==> src/rtl/piano_pkg.sv <==
// Shared note table and elaboration-time helpers for the polyphonic piano.
package piano_pkg;

  localparam int NOTE_CNT = 12;

  // Note frequencies in centi-hertz, index 0 = C4 .. 11 = B4.
  localparam int unsigned NOTE_HZ_X100 [0:NOTE_CNT-1] = '{
    26163, 27718, 29366, 31113, 32963, 34923,
    36999, 39200, 41530, 44000, 46616, 49388
  };

  // Ceiling log2; clog2(1) = 0.
  function automatic int clog2(input int value);
    int r;
    r = 0;
    for (int i = 0; i < 31; i++) begin
      if ((1 << i) < value) r = i + 1;
    end
    return r;
  endfunction

  // Half-period in clock cycles for a note, shifted down by octave, never below 1.
  function automatic logic [63:0] half_period(input logic [3:0] idx,
                                              input logic [63:0] clk_hz,
                                              input logic [1:0] octave);
    logic [63:0] h;
    h = (clk_hz * 64'd50) / 64'(NOTE_HZ_X100[idx]);
    h = h >> octave;
    if (h == 64'd0) h = 64'd1;
    return h;
  endfunction

endpackage

==> src/rtl/piano_voice.sv <==
// One square-wave voice: holds its key index, a half-period down-counter and the phase bit.
module piano_voice #(
  parameter int DIV_W = 20,
  parameter int KEY_W = 4
) (
  input  logic             CLK,
  input  logic             RESET_N,
  input  logic             alloc,
  input  logic             free,
  input  logic [DIV_W-1:0] half,
  input  logic [KEY_W-1:0] key_idx_in,
  output logic             ACTIVE,
  output logic             phase,
  output logic [KEY_W-1:0] key_idx
);

  logic             r_active;
  logic             r_phase;
  logic [DIV_W-1:0] r_cnt;
  logic [KEY_W-1:0] r_key;

  // Free beats everything; alloc starts at phase 0; otherwise count down and toggle at 1.
  always_ff @(posedge CLK or negedge RESET_N) begin
    if (!RESET_N) begin
      r_active <= 1'b0;
      r_phase  <= 1'b0;
      r_cnt    <= '0;
      r_key    <= '0;
    end else if (free) begin
      r_active <= 1'b0;
      r_phase  <= 1'b0;
      r_cnt    <= '0;
    end else if (alloc) begin
      r_active <= 1'b1;
      r_phase  <= 1'b0;
      r_cnt    <= half;
      r_key    <= key_idx_in;
    end else if (r_active) begin
      if (r_cnt == DIV_W'(1)) begin
        r_phase <= ~r_phase;
        r_cnt   <= half;
      end else begin
        r_cnt <= r_cnt - DIV_W'(1);
      end
    end
  end

  assign ACTIVE  = r_active;
  assign phase   = r_phase;
  assign key_idx = r_key;

endmodule

==> src/rtl/piano_poly.sv <==
// Polyphonic piano: key synchroniser, press/release edges, pending mask, voice allocator,
// release matcher, voice-count mixer and first-order sigma-delta audio bit.
module piano_poly import piano_pkg::*; #(
  parameter int CLK_HZ     = 100_000_000,
  parameter int NUM_KEYS   = 12,
  parameter int NUM_VOICES = 4,
  parameter int DIV_W      = 20,
  localparam int KEY_W     = clog2(NUM_KEYS),
  localparam int MIX_W     = clog2(NUM_VOICES + 1)
) (
  input  logic                  CLK,
  input  logic                  RESET_N,
  input  logic [NUM_KEYS-1:0]   KEY,
  input  logic [1:0]            OCTAVE,
  output logic                  FREQ,
  output logic [MIX_W-1:0]      MIX,
  output logic [NUM_VOICES-1:0] ACTIVE,
  output logic                  DROP
);

  localparam int ACC_W = MIX_W + 1;

  logic [NUM_KEYS-1:0]   r_key_s1, r_key_s2, r_key_d;
  logic [NUM_KEYS-1:0]   r_pending, r_dropped;
  logic                  r_drop;
  logic [MIX_W-1:0]      r_mix;
  logic [ACC_W-1:0]      r_acc;
  logic                  r_freq;

  logic [NUM_KEYS-1:0]   w_rise, w_fall, w_cand;
  logic [NUM_KEYS-1:0]   w_pending_nxt, w_dropped_nxt;
  logic                  w_drop_nxt;
  logic                  w_any_cand, w_any_free;
  logic [KEY_W-1:0]      w_alloc_key;
  logic [NUM_VOICES-1:0] w_alloc, w_free, w_phase;
  logic [KEY_W-1:0]      w_key_idx [NUM_VOICES];
  logic [DIV_W-1:0]      w_half    [NUM_VOICES];
  logic [DIV_W-1:0]      w_tab     [NUM_KEYS][4];
  logic [MIX_W-1:0]      w_mix_nxt;
  logic [ACC_W-1:0]      w_sum;

  // Half-period constants for every key and octave shift, folded at elaboration.
  for (genvar k = 0; k < NUM_KEYS; k++) begin : g_tab
    for (genvar o = 0; o < 4; o++) begin : g_oct
      assign w_tab[k][o] = DIV_W'(half_period(4'(k), 64'(CLK_HZ), 2'(o)));
    end
  end

  // Two-flop synchroniser plus one delayed copy for edge detection.
  always_ff @(posedge CLK or negedge RESET_N) begin
    if (!RESET_N) begin
      r_key_s1 <= '0;
      r_key_s2 <= '0;
      r_key_d  <= '0;
    end else begin
      r_key_s1 <= KEY;
      r_key_s2 <= r_key_s1;
      r_key_d  <= r_key_s2;
    end
  end

  assign w_rise = r_key_s2 & ~r_key_d;
  assign w_fall = ~r_key_s2 & r_key_d;
  // A key released this cycle must not be handed to a voice.
  assign w_cand = r_pending & ~w_fall;

  // Priority allocator, release matcher and pending/drop bookkeeping.
  always_comb begin
    w_any_cand  = 1'b0;
    w_alloc_key = '0;
    for (int k = NUM_KEYS - 1; k >= 0; k--) begin
      if (w_cand[k]) begin
        w_any_cand  = 1'b1;
        w_alloc_key = KEY_W'(k);
      end
    end
    // Free voices are judged on registered ACTIVE, so a voice freed now is usable next cycle.
    w_any_free = 1'b0;
    w_alloc    = '0;
    for (int v = NUM_VOICES - 1; v >= 0; v--) begin
      if (!ACTIVE[v]) begin
        w_any_free = 1'b1;
        w_alloc    = '0;
        w_alloc[v] = w_any_cand;
      end
    end
    for (int v = 0; v < NUM_VOICES; v++) begin
      w_free[v] = ACTIVE[v] & w_fall[w_key_idx[v]];
      w_half[v] = w_tab[w_alloc[v] ? w_alloc_key : w_key_idx[v]][OCTAVE];
    end
    w_pending_nxt = (r_pending | w_rise) & ~w_fall;
    if (w_any_cand && w_any_free) w_pending_nxt[w_alloc_key] = 1'b0;
    // Every waiting key that finds no voice is marked, so DROP fires once per press.
    w_drop_nxt    = ~w_any_free & (|(w_cand & ~r_dropped));
    w_dropped_nxt = (r_dropped | ({NUM_KEYS{~w_any_free}} & w_cand)) & w_pending_nxt & ~w_rise;
  end

  // Pending mask, per-key drop marks and the DROP pulse.
  always_ff @(posedge CLK or negedge RESET_N) begin
    if (!RESET_N) begin
      r_pending <= '0;
      r_dropped <= '0;
      r_drop    <= 1'b0;
    end else begin
      r_pending <= w_pending_nxt;
      r_dropped <= w_dropped_nxt;
      r_drop    <= w_drop_nxt;
    end
  end

  for (genvar v = 0; v < NUM_VOICES; v++) begin : g_voice
    piano_voice #(
      .DIV_W (DIV_W),
      .KEY_W (KEY_W)
    ) u_voice (
      .CLK        (CLK),
      .RESET_N    (RESET_N),
      .alloc      (w_alloc[v]),
      .free       (w_free[v]),
      .half       (w_half[v]),
      .key_idx_in (w_alloc_key),
      .ACTIVE     (ACTIVE[v]),
      .phase      (w_phase[v]),
      .key_idx    (w_key_idx[v])
    );
  end

  // Popcount of sounding voices whose phase is high.
  always_comb begin
    w_mix_nxt = '0;
    for (int v = 0; v < NUM_VOICES; v++) begin
      w_mix_nxt = w_mix_nxt + MIX_W'(ACTIVE[v] & w_phase[v]);
    end
  end

  assign w_sum = r_acc + ACC_W'(r_mix);

  // Registered mixer and sigma-delta modulator; acc stays below NUM_VOICES.
  always_ff @(posedge CLK or negedge RESET_N) begin
    if (!RESET_N) begin
      r_mix  <= '0;
      r_acc  <= '0;
      r_freq <= 1'b0;
    end else begin
      r_mix <= w_mix_nxt;
      if (w_sum >= ACC_W'(NUM_VOICES)) begin
        r_freq <= 1'b1;
        r_acc  <= w_sum - ACC_W'(NUM_VOICES);
      end else begin
        r_freq <= 1'b0;
        r_acc  <= w_sum;
      end
    end
  end

  assign MIX  = r_mix;
  assign FREQ = r_freq;
  assign DROP = r_drop;

endmodule

==> config.mk <==
export PLATFORM = sky130hd
export DESIGN_NAME = piano_poly
export DESIGN_NICKNAME = d
export VERILOG_FILES = /design/src/rtl/piano_pkg.sv /design/src/rtl/piano_voice.sv /design/src/rtl/piano_poly.sv
export SDC_FILE = /design/constraint.sdc
export NUM_CORES = 1
export LEC_CHECK = 0
export ABC_AREA = 1
export BUFFER_PORTS_ARGS = -buffer_cell sky130_fd_sc_hd__buf_4
export CORE_MARGIN = 5
export CORE_UTILIZATION = 40
export DETAILED_ROUTE_END_ITERATION = 7
export PLACE_DENSITY_LB_ADDON = 0.12
export REMOVE_ABC_BUFFERS = 1
export SYNTH_ARGS = -nofsm -noshare
export SYNTH_HDL_FRONTEND = slang
export SYNTH_SLANG_ARGS = --single-unit
==> constraint.sdc <==
create_clock -name CLK -period 3.4 [get_ports CLK]
set_clock_uncertainty 0.1 [all_clocks]
set_input_delay 0.85 -clock CLK [delete_from_list [all_inputs] [get_ports CLK]]
set_output_delay 0.85 -clock CLK [all_outputs]
set_load 0.02 [all_outputs]
==> out/qor.txt <==
outcome - finished clean
Root Driver - clkbuf_16
routed vias - 11,400
slowest library cell on the worst path - dfrtp_1
count leader, synth - nand2_1
post-synthesis sequential area ratio - 35.0%
Max transition margin - 51.4%
post-cts hold buffer count - 0
mean routed wirelength per cell - 14.9 um
M1 GR Usage - 28.4%
clk_lat worst skew - 0.46 ns
most frequent cells after synthesis - nand2_1, nand3_1, dfrtp_1
Worst path max stage delay - 0.41 ns
final wirelength - 33.1 mm
fillers - 3,111
synthesis-to-layout area growth - 10.8%
Main synth FF type - dfrtp_1
die width - 186 um
final std cells w/o fill - 2,226
Power Dens Cells - 1070 mW/mm^2
minimum clock period - 3.08 ns
busiest layer in global routing - met2
IO buf count - 24
fin nets - 1,877
top cell type by total area after synthesis - dfrtp_1
Initial Utilization - 40.5%
Tightest Hold Check Type - flop to flop
grt met3 use - 3.58%
Fin. Hold Viols - 0
synthesized instance count - 1,796
htree depth - 4
CTS Buffer Depth - 2
type of origin of the critical path - flop
Top delay family on crit path - simple AND/OR/NAND/NOR gates
average cell area after synthesis - 6.89 sq um
clock-pin slew on the worst setup and hold paths - 0.07 ns
met2 Track Usage GR - 32.2%
DRC - 0
Worst Path Buf+Inv - 1
ys async rst share - 100%
Post-DP Area - 0.0131 sq mm
setup repair bufs after CTS - 0
Antenna diodes - 0
Ports - 25
crit path DAT - 3.33 ns
first-pass GRT wire length - 56.4 mm
Final Max Slew Viols - 0
first-pass iteration count of the detailed router - 6
Achievable Freq - 0.324 GHz
Final HPWL DP - 24.6 mm
Worst Tran Pin Value - 0.729 ns
Setup-failing EPs final - 0
Final ANT Viol Nets - 0
worst-path fanout max - 7
cts bufs inserted - 17
fin crit share - 90.7%
Syn Std Cell Area - 0.0124 sq mm
Die H - 186 um
Clock Sinks - 173
synthesized flop and latch total - 173
crit path kind - flop to flop
Ys Warns - 0
post-route cell area - 0.0137 sq mm
top cells by area, synth - dfrtp_1, nand2_1, nand3_1
max cap viols - 0
Yosys cell types - 58
Max VDD drop - 0.000554 V
count of flip-flops with a built-in enable after synthesis - 0
share of layout cells above drive strength 1 - 11.6%
vias in the first global route - 11,100
placed cells - 2,194
initial antenna violation count - 0
CTS tree - built
GRT overflow - 0
leakage - 7.00 nW
Req. time, crit path - 3.65 ns
largest net degree at the start of global routing - 65
vias per cell - 5.11
crit-path most repeated cell - nand2_1
routability cong. - 0.889
Std-Cell Rows - 64
RSZ-0062 raised after global routing - true
core area - 0.0306 sq mm
Synth top area share - 35.0%
full die area - 0.0346 sq mm
Iteration-0 DRC Markers - 923
Overall Global Routing Usage - 20.0%
CP Capture Type - flop
worst register-to-register path, stage by stage (launching register included):
cell and delay [ns]:
dfrtp_1 0.41, nand2_2 0.15, nand2_2 0.10, nand2_1 0.08, nand2_1 0.05, nand2_1 0.05
nand2_1 0.05, nand2_1 0.05, nand2_1 0.05, nand2_1 0.08, nand2_1 0.05, nand2_1 0.08
nand2_2 0.12, nand3_1 0.21, nand2_4 0.12, ha_1 0.33, nand2_1 0.09, nand2_2 0.10
inv_2 0.07, nand2_1 0.06, nand2_1 0.07, o21ai_1 0.19, nand2_1 0.07, nand3_1 0.12
nand2_1 0.06, nand2_1 0.05, nand2_1 0.05
cell type report:
type	count	area [sq um]	area share (%)
clock buffers	17	425	3.10
repair buffers	57	459	3.35
clock inverters	15	186	1.36
well taps	396	495	3.61
inverters	184	708	5.16
flip-flops and latches	173	4330	31.6
multi-input cells	1384	7110	51.9
where the power goes:
group	leakage, nW	switching, mW	internal [mW]
sequential	2.18	0.670	2.71
combinational	4.52	6.16	3.12
clock	0.298	1.02	1.01
total	7.00	7.86	6.83
sequential cells by signal, indices dropped and copies added, names as in the netlist:
signal / cells
g_voice.u_voice.phase: 4
r_pending: 12
g_voice.u_voice.ACTIVE: 4
r_dropped: 12
g_voice.u_voice.key_idx: 16
r_key_s2: 12
r_key_d: 12
MIX: 3
r_acc: 4
r_key_s1: 12
FREQ: 1
g_voice.u_voice.r_cnt: 80
DROP: 1
cells by family after synthesis:
| family | Yosys count | share of synthesized area [%] |
|---|---|---|
| compound gates | 279 | 12.9 |
| xor+xnor | 56 | 3.96 |
| fa+ha+maj | 44 | 4.57 |
| buf+inv | 239 | 7.75 |
| flops | 173 | 35.0 |
| simple gates | 1005 | 35.8 |
worst paths after layout:
path | from | to | slack [ns] | depth (start not counted)
max | r_key_d[10] | g_voice[2].u_voice.r_cnt[12] | 0.32 | 26
min | r_key_s1[3] | r_key_s2[3] | 0.25 | 0
max reg2reg | r_key_d[10] | g_voice[2].u_voice.r_cnt[12] | 0.32 | 26
min reg2reg | r_key_s1[3] | r_key_s2[3] | 0.25 | 0
max in group asynchronous | RESET_N | g_voice[2].u_voice.key_idx[2] | 2.22 | 2
min in group asynchronous | RESET_N | r_acc[1] | 0.27 | 1
placed cells by master, fill, tap and decap left out, drive strengths merged:
| cell | n |
|---|---|
| nand2 | 605 |
| nand3 | 188 |
| inv | 187 |
| dfrtp | 173 |
| o21ai | 153 |
| nor2 | 144 |
| a21oi | 66 |
| buf | 56 |
| ha | 42 |
| xor2 | 36 |
| nor3 | 26 |
| xnor2 | 20 |
| o22ai | 20 |
| clkbuf | 18 |
| or2 | 13 |
| a31oi | 12 |
| clkinv | 12 |
| nor4 | 11 |
| o211ai | 10 |
| nand4 | 8 |
| a22oi | 6 |
| nand3b | 4 |
| or4 | 3 |
| o221ai | 3 |
| o31ai | 2 |
| o21bai | 2 |
| fa | 2 |
| o41ai | 1 |
| a32o | 1 |
| nor4b | 1 |
| and3b | 1 |
| nor3b | 1 |
| a21boi | 1 |
| o31a | 1 |
| a21o | 1 |
metrics by stage:
step	power (mW)	TNS, ns	setup slack (ns)	utilization (%)	hold WS, ns
2_1_floorplan	10.1	0	0.495	-	0.231
3_3_place_gp	12.6	0	0.116	42.8	0.236
3_5_place_dp	12.6	0	0.129	42.8	0.236
4_1_cts	14.8	0	0.143	44.8	0.252
5_1_grt	16.4	-0.0540	-0.0269	44.8	0.256
6_report	14.7	0	0.315	44.8	0.250
layer usage:
metal  up-vias  share of wire [%]
li1       5880                  -
met1      5275                 50
met2       188                 45
met3        26                3.8
met4         0                1.0
met5         -                  0
what timing repair did:
action	4_1_cts	5_1_grt
gates resized for setup	0	8
endpoints found under the setup margin	0	49
hold endpoints to repair	0	0
Power figures use the tool's default switching activity.
